===== src/rtl/fp_round_pipe.sv =====
// fp_round_pipe: two-stage valid/ready rounding back end for the FP adder datapath
package fp_pkg;

    typedef enum logic [1:0] {FP16, FP32, FP64} fp_format_e;

    typedef enum logic [2:0] {
        RNE = 3'd0,
        RTZ = 3'd1,
        RDN = 3'd2,
        RUP = 3'd3,
        RMM = 3'd4
    } roundmode_e;

    function automatic int exp_bits(input fp_format_e f);
        return (f == FP16) ? 5 : (f == FP64) ? 11 : 8;
    endfunction

    function automatic int mant_bits(input fp_format_e f);
        return (f == FP16) ? 10 : (f == FP64) ? 52 : 23;
    endfunction

    function automatic int fp_bits(input fp_format_e f);
        return 1 + exp_bits(f) + mant_bits(f);
    endfunction

    // unrounded bundle = {u_result, rs, round_en, invalid, exp_cout}
    function automatic int uround_bits(input fp_format_e f);
        return fp_bits(f) + 6;
    endfunction

endpackage

module fp_round_pipe
    import fp_pkg::*;
#(
    parameter fp_format_e FP_FORMAT = FP32,
    localparam int EXP_WIDTH  = exp_bits(FP_FORMAT),
    localparam int MANT_WIDTH = mant_bits(FP_FORMAT),
    localparam int FP_WIDTH   = fp_bits(FP_FORMAT),
    localparam int URND_WIDTH = uround_bits(FP_FORMAT)
) (
    input  logic                  clk_i,
    input  logic                  reset_i,
    input  logic                  valid_i,
    output logic                  ready_o,
    input  logic [URND_WIDTH-1:0] urnd_result_i,
    input  roundmode_e            rnd_i,
    output logic                  valid_o,
    input  logic                  ready_i,
    output logic [FP_WIDTH-1:0]   result_o,
    output logic [4:0]            flags_o
);

    typedef struct packed {
        logic [FP_WIDTH-1:0] u_result;
        logic [1:0]          rs;
        logic                round_en;
        logic                invalid;
        logic [1:0]          exp_cout;
    } uround_res_t;

    uround_res_t urnd, s1_b;
    roundmode_e  rm_in, s1_rnd;
    logic        s1_valid, s2_valid, s1_adv, inc_in, s1_inc, rs_in;

    assign urnd    = urnd_result_i;
    assign rm_in   = (rnd_i > RMM) ? RNE : rnd_i;
    assign rs_in   = |urnd.rs;
    assign s1_adv  = !s2_valid | ready_i;
    assign ready_o = !s1_valid | s1_adv;
    assign valid_o = s2_valid;

    assign inc_in = (rm_in == RTZ) ? 1'b0 :
                    (rm_in == RDN) ? rs_in & urnd.u_result[FP_WIDTH-1] :
                    (rm_in == RUP) ? rs_in & !urnd.u_result[FP_WIDTH-1] :
                    (rm_in == RMM) ? urnd.rs[1] :
                    urnd.rs[1] & (urnd.rs[0] | urnd.u_result[0]);

    // stage 1: capture the bundle, normalised mode and round increment on accept
    always_ff @(posedge clk_i or posedge reset_i) begin
        if (reset_i) begin
            s1_valid <= 1'b0;
            s1_b     <= '0;
            s1_rnd   <= RNE;
            s1_inc   <= 1'b0;
        end else if (ready_o) begin
            s1_valid <= valid_i;
            if (valid_i) begin
                s1_b   <= urnd;
                s1_rnd <= rm_in;
                s1_inc <= inc_in;
            end
        end
    end

    logic                  sign, exp_ones, mant_nz, is_nan, nx, ovf, to_inf, of_nx, tiny;
    logic [EXP_WIDTH-1:0]  exp_f, sum_exp;
    logic [MANT_WIDTH-1:0] mant_f;
    logic [FP_WIDTH-2:0]   sum, sat_mag;
    logic [FP_WIDTH-1:0]   res_d;
    logic [4:0]            flags_d;

    localparam logic [FP_WIDTH-1:0] QNAN    = {1'b0, {EXP_WIDTH{1'b1}}, 1'b1, {(MANT_WIDTH-1){1'b0}}};
    localparam logic [FP_WIDTH-2:0] INF_MAG = {{EXP_WIDTH{1'b1}}, {MANT_WIDTH{1'b0}}};
    localparam logic [FP_WIDTH-2:0] MAX_MAG = {{(EXP_WIDTH-1){1'b1}}, 1'b0, {MANT_WIDTH{1'b1}}};

    assign {sign, exp_f, mant_f} = s1_b.u_result;
    assign sum      = s1_b.u_result[FP_WIDTH-2:0] + (FP_WIDTH-1)'(s1_inc);
    assign sum_exp  = sum[FP_WIDTH-2:MANT_WIDTH];
    assign exp_ones = &exp_f;
    assign mant_nz  = |mant_f;
    assign is_nan   = exp_ones & mant_nz;
    assign nx       = |s1_b.rs;
    // an exact infinity with nothing shifted out is the one saturating input that passes through
    assign ovf      = ((s1_b.exp_cout == 2'b01) | exp_ones | (&sum_exp)) & !(exp_ones & !mant_nz & !nx);
    assign to_inf   = (s1_rnd == RTZ) ? 1'b0 : (s1_rnd == RUP) ? !sign : (s1_rnd == RDN) ? sign : 1'b1;
    assign of_nx    = nx | (|s1_b.exp_cout);
    assign tiny     = s1_inc & ((s1_rnd == RUP) | (s1_rnd == RDN));
    assign sat_mag  = to_inf ? INF_MAG : MAX_MAG;

    assign res_d = (s1_b.invalid | is_nan) ? QNAN :
                   !s1_b.round_en          ? s1_b.u_result :
                   ovf                     ? {sign, sat_mag} :
                   s1_b.exp_cout[1]        ? {sign, (FP_WIDTH-1)'(tiny)} :
                   {sign, sum};

    assign flags_d = s1_b.invalid                ? 5'b10000 :
                     (is_nan | !s1_b.round_en)   ? 5'b00000 :
                     ovf                         ? {2'b00, of_nx, 1'b0, of_nx} :
                     s1_b.exp_cout[1]            ? 5'b00011 :
                     {3'b000, ~|sum_exp & nx, nx};

    // stage 2: register the rounded result; holds while the consumer stalls
    always_ff @(posedge clk_i or posedge reset_i) begin
        if (reset_i) begin
            s2_valid <= 1'b0;
            result_o <= '0;
            flags_o  <= '0;
        end else if (s1_adv) begin
            s2_valid <= s1_valid;
            if (s1_valid) begin
                result_o <= res_d;
                flags_o  <= flags_d;
            end
        end
    end

endmodule


===== config.mk =====
export PLATFORM = sky130hd
export DESIGN_NAME = fp_round_pipe
export DESIGN_NICKNAME = d
export VERILOG_FILES = /design/src/rtl/fp_round_pipe.sv
export SDC_FILE = /design/constraint.sdc
export NUM_CORES = 1
export LEC_CHECK = 0
export CORE_UTILIZATION = 57
export DETAILED_ROUTE_END_ITERATION = 10
export HOLD_SLACK_MARGIN = 0.15
export PLACE_DENSITY = 0.86
export SETUP_SLACK_MARGIN = 0.05
export SLEW_MARGIN = 5
export SYNTH_ARGS = -nofsm -noshare
export SYNTH_HDL_FRONTEND = slang
export SYNTH_SLANG_ARGS = --single-unit

===== constraint.sdc =====
create_clock -name clk_i -period 5.5 [get_ports clk_i]
set_input_delay 1.1 -clock clk_i [delete_from_list [all_inputs] [get_ports clk_i]]
set_output_delay 1.1 -clock clk_i [all_outputs]
set_load 0.005 [all_outputs]

==> results of run 1 <==
-- flip-flops by register name, summed over array words and instances (netlist names) --
signal    cells
mant_f       23
s1_rnd        3
result_o     32
flags_o       4
s1_b          7
valid_o       1
s1_valid      1
s1_inc        1
exp_f         8
-- worst max-delay path: stages --
cell and delay, ns:
clkdlybuf4s50_1 0.47, nand2b_1 0.14, nand2_1 0.64, a211o_1 0.72, nor2_1 0.31, nand3_1 0.47
o211ai_1 0.30
-- worst paths after layout --
check | from | depth (start not counted) | slack (ns) | end
min in group asynchronous | reset_i | 2 | 1.29 | mant_f[8]
min | flags_o[4] | 2 | 0.50 | flags_o[4]
max | ready_i | 7 | 1.60 | result_o[3]
min reg2reg | flags_o[4] | 2 | 0.50 | flags_o[4]
max in group asynchronous | reset_i | 3 | 3.18 | exp_f[5]
max reg2reg | mant_f[0] | 9 | 2.00 | result_o[3]
-- per-stage QoR --
step | utilization | worst slack, ns | hold slack [ns] | area, um2
2_1_floorplan | - | 2.35 | 0.456 | 4430
3_3_place_gp | 0.713 | 1.55 | 0.469 | 5250
3_5_place_dp | 0.713 | 1.37 | 0.477 | 5250
4_1_cts | 0.736 | 1.71 | 0.498 | 5430
5_1_grt | 0.736 | 1.52 | 0.537 | 5430
6_report | 0.736 | 1.60 | 0.498 | 5430
-- layout make-up --
class	instances	area, um2
Clock buffer	9	124
Clock inverter	7	48.8
Fill cell	577	1940
Inverter	5	18.8
Multi-Input combinational cell	339	2280
Sequential cell	80	2000
Tap cell	99	124
Timing Repair Buffer	83	828
-- layout by cell type (no fill, tap or decap), types with 5 or more instances in the layout --
| master | instances |
|---|---|
| clkdlybuf4s50_1 | 82 |
| dfrtp_1 | 80 |
| nand2_1 | 50 |
| mux2_2 | 39 |
| nor2_1 | 33 |
| a21oi_1 | 19 |
| nand3_1 | 18 |
| nor3_1 | 15 |
| o211ai_1 | 15 |
| a22oi_1 | 13 |
| nand4_1 | 12 |
| o21ai_0 | 12 |
| o22ai_1 | 9 |
| clkbuf_8 | 9 |
| nor4_1 | 8 |
| a211oi_1 | 8 |
| mux2i_1 | 7 |
| xnor2_1 | 7 |
| nand2b_1 | 5 |
| o31ai_1 | 5 |
-- power breakdown --
group,leakage [nW],switching [mW],internal (mW)
sequential,0.963,0.141,0.698
combinational,1.05,0.219,0.278
clock,0.0889,0.230,0.164
-- cells by family (layout without fill, tap and decap cells) --
logic type               after synthesis  after routing  synth area share
XOR/XNOR                              10             10            0.0198
AO/OA/AOI/OAI                        109            109             0.177
multiplexers                          46             46             0.115
buffers and inverters                 35            104            0.0342
adder cells (fa/ha/maj)                2              2           0.00565
AND/OR/NAND/NOR                      171            171             0.196
other                                  1              1          0.000846
flip-flops                            80             80             0.452
-- routing by layer --
metal	wire length, um	vias to the layer above
li1	-	1827
met1	5050	1943
met2	5890	263
met3	1100	42
met4	383	0
met5	0	-
==> metrics.cfg, run 1 <==
[critical_path]
worstSetupEndpointType=flip-flop
crit_required_ns=5.77
startpoint_type=primary input
worst-path-max-fanout=29
worst-setup-path-type=primary input to flip-flop
cp.arrival_ns=4.17

[synthesis]
syn-num-nets=501
yosysTopAreaCell=dfrtp_1
synth_top_area_frac=0.452
syn_area_um2=4430
synth_common_cells=dfrtp_1, nand2_1, mux2_2
async_flop_share=1.00
ys_types=63
avgSynthCellArea_um2=9.76
synth_seq_cells=80
synth-main-ff-cell=dfrtp_1
synth_edf_count=0
synth_seq_area_share=0.452
synth.area.top_cells=dfrtp_1, mux2_2, nand2_1, nor2_1, o211ai_1
yosys_warnings=0
yosysMostFrequentCell=dfrtp_1
synth_cells=454

[sta]
rsz0062_at_grt=false
tns_ns=0
fin_crit_ns=3.90
fmax_mhz=256
clock_skew_ns=0.0130
slew_headroom=0.265
setup_viol=0
final-hold-violation-count=0
fin_crit_sh=0.710
worst_slew_pin_slew_ns=1.10
maxSlewViolCount=0

[layout]
area_delta_synth_final_pct=22.4
layout-drive-gt1-share=0.147
instances_no_fill=622
diodes=0
fin_nets=565

[pwr]
total_power_mw=1.73
vdd_drop_max_v=0.000203
power-per-cell-area_nw_per_um2=319
leakagePower_nw=2.10

[clock_network]
cts_sinks=80
cts_buffers=9
ctsResizeCount=0
cts_buffer_depth=2
cts_tree=yes
holdBufCountCts=0
postCtsSetupBuffers=0
worstSkewPairLatency_ns=0.36
cts_root_buf=clkbuf_8
clkSlewWorstSetupHoldPaths_ns=0.09
h-tree-depth=3

[route]
drc_errors=0
drt_pre_antenna_iters=5
ant_nets=0
drt_iter0_drc=346
viasPerCell=6.55
post_drt_wl_per_cell_um=20.0
vias=4075
finalWirelength_um=12400

[floorplan]
die_w_um=90.2
core_um2=7370
die_h_um=90.2
num_rows=31
start_util=0.601
die-area_um2=8130
io_pins=84

[worst_hold_path]
min_path_type=flip-flop to flip-flop

[global_routing]
antenna_found_initial=0
grt_max_degree=49
overflow=0
use_met3=0.0626
grtUsageMet1=0.436
grt_pass1_vias=4036
grt_busiest_layer=met2
grt_pass1_wl_um=20800
grtUsageTotal=0.325
met2_usage=0.514

[run_status]
status=finished clean

[placement]
dp_hpwl_um=8740
dpl.cell_count=606
numPortBuffers=82
gp_congestion=0.922

[run]
cap_violations=0

Power figures use the tool's default switching activity.
==> inputs of run 2 (changes only) <==
CORE_UTILIZATION = 47   (was 57)
PLACE_DENSITY = 0.76   (was 0.86)
clock period = 3.1 ns   (was 5.5 ns; I/O delays follow)
==> run 2 against run 1 <==
Via count shrank 0.76%. Sequential power grew 74%. Wire length grew 0.10%. Critical endpoint is now result_o[28]. Highest routed layer unchanged. Largest cell class unchanged. Final area grew 4.7%. Worst setup slack lost 1.3 ns. Core utilization shrank 12 points. Non-clock buffer count grew 23. Hold slack lost 0.025 ns.
==> metrics.cfg, run 2 (synthesis results as in run 1) <==
[clock_network]
worstSkewPairLatency_ns=0.35  ; about the same
cts_buffer_depth=2  ; unchanged
cts_buffers=9  ; unchanged
clkSlewWorstSetupHoldPaths_ns=0.08  ; about the same
cts_tree=yes
cts_sinks=80  ; unchanged
cts_root_buf=clkbuf_8
h-tree-depth=3  ; unchanged

[sta]
tns_ns=0  ; unchanged
rsz0062_at_grt=false
setup_viol=0  ; unchanged
fin_ws_ns=0.261  ; -1.34 ns
hold_ws_ns=0.473  ; -0.0245 ns
fin_crit_ns=2.84
fin_crit_sh=0.916
worst_slew_pin_slew_ns=0.554  ; -0.545 ns
slew_headroom=0.626  ; +0.361
fmax_mhz=352
maxSlewViolCount=0  ; unchanged
clock_skew_ns=0.00474  ; -0.00831 ns
final-hold-violation-count=0  ; unchanged

[placement]
dp_hpwl_um=9020  ; +3.2%
pre_cts_slack_ns=0.0419  ; -1.33 ns
dpl.cell_count=636  ; +5.0%
numPortBuffers=82  ; unchanged
gp_congestion=0.910  ; -1.3%

[global_routing]
grt_max_degree=49  ; unchanged
use_met3=0.0513  ; -0.0113
grtUsageMet1=0.377  ; -0.0584
antenna_found_initial=0  ; unchanged
grt_busiest_layer=met2
grt_pass1_wl_um=20300  ; -2.6%
met2_usage=0.421  ; -0.0928
overflow=0  ; unchanged
grt_pass1_vias=3868  ; -4.2%
grtUsageTotal=0.265  ; -0.0593

[layout]
layout-drive-gt1-share=0.179  ; +0.0314
regMostFlops=result_o
instances_no_fill=654  ; +5.1%
fin_nets=588  ; +4.1%
final_common_cell=clkdlybuf4s50_1
area_delta_synth_final_pct=28.3
layout_common_cells=clkdlybuf4s50_1, dfrtp_1, nand2_1
largest_reg_flops=32  ; unchanged
diodes=0  ; unchanged
nFillCells=799  ; +38%

[run_status]
status=finished clean

[critical_path]
crit_required_ns=3.31  ; -2.46 ns
cp.arrival_ns=3.05  ; -1.12 ns
worstSetupEndpointType=flip-flop
worst-setup-path-type=flip-flop to flip-flop
startpoint_type=flip-flop
worst-path-max-fanout=7  ; -76%

[route]
ant_nets=0  ; unchanged
drt_pre_antenna_iters=5  ; unchanged
finalWirelength_um=12400  ; +0.10%
vias=4044  ; -0.76%
post_drt_wl_per_cell_um=19.0  ; -4.8%
drc_errors=0  ; unchanged
drt_iter0_drc=301  ; -13%
viasPerCell=6.18  ; -5.6%

[floorplan]
die_w_um=99.1  ; +9.9%
start_util=0.482  ; -0.119
die_h_um=99.1  ; +9.9%
core_um2=9200  ; +25%
num_rows=35  ; +13%
io_pins=84  ; unchanged
die-area_um2=9820  ; +21%

[pwr]
vdd_drop_max_v=0.000269  ; +32%
total_power_mw=3.23  ; +87%
power-per-cell-area_nw_per_um2=568  ; +78%
leakagePower_nw=2.24  ; +6.5%

[run]
cap_violations=0  ; unchanged

[worst_hold_path]
min_path_type=primary input to async pin

run 2: changes by cell type in the layout (fill, tap and decap cells not counted):
| cell | before | now |
|---|---|---|
| clkinv_2 | 3 | 1 |
| a21oi_2 | 3 | 2 |
| a2111oi_0 | 1 | 0 |
| buf_12 | 0 | 3 |
| a2111oi_1 | 0 | 1 |
| a21oi_4 | 0 | 1 |
| clkinv_4 | 3 | 0 |
| buf_4 | 1 | 21 |
| bufinv_16 | 0 | 2 |
run 2: layer usage:
layer / up-vias / part of all wire
li1: 1863 / -
met1: 1978 / 0.44
met2: 183 / 0.48
met3: 20 / 0.067
met4: 0 / 0.016
met5: - / 0
run 2: cell type report:
cell class / instances / area [um2] / share of cell area
multi-input combinational: 339 / 2290 / 0.403
sequential: 80 / 2000 / 0.352
timing repair buffer: 106 / 1040 / 0.183
tap: 111 / 139 / 0.0244
clock buffer: 9 / 124 / 0.0218
clock inverter: 4 / 72.6 / 0.0128
inverter: 5 / 18.8 / 0.00330
run 2: power by group:
group | total (mW) | switching, mW | internal, mW
logic | 0.955 | 0.419 | 0.536
clock network | 0.814 | 0.375 | 0.439
registers | 1.46 | 0.220 | 1.24
run 2: final timing paths:
| check | startpoint | endpoint | slack, ns | depth (start not counted) |
|---|---|---|---|---|
| worst max-delay path | mant_f[0] | result_o[28] | 0.26 | 10 |
| worst min-delay path | reset_i | result_o[30] | 0.47 | 2 |
| worst max register to register | mant_f[0] | result_o[28] | 0.26 | 10 |
| worst min register to register | flags_o[0] | flags_o[0] | 0.50 | 2 |
| max in group asynchronous | reset_i | mant_f[21] | 2.04 | 3 |
| min in group clk_i | flags_o[0] | flags_o[0] | 0.50 | 2 |
run 2: repair_timing:
| item | 4_1_cts | 5_1_grt |
|---|---|---|
| hold buffers | 0 | 0 |
| setup endpoints to repair | 4 | 28 |
| pin swaps | 0 | 2 |
| resized for setup | 1 | 1 |
| setup buffers | 0 | 5 |
run 2: through the flow:
stage / area [um2] / util
after floorplan: 4430 / -
after global placement: 5430 / 0.590
after detailed placement: 5430 / 0.590
after CTS: 5630 / 0.613
after global routing: 5680 / 0.618
final: 5680 / 0.618
run 2: critical path: stages (launching register included):
cell      delay (ns)
dfrtp_1         0.42
ha_1            0.25
ha_1            0.23
nand3_1         0.18
a21oi_1         0.25
a21oi_1         0.10
o21ai_0         0.48
a21boi_2        0.13
buf_4           0.18
nor2_1          0.34
a211oi_1        0.13
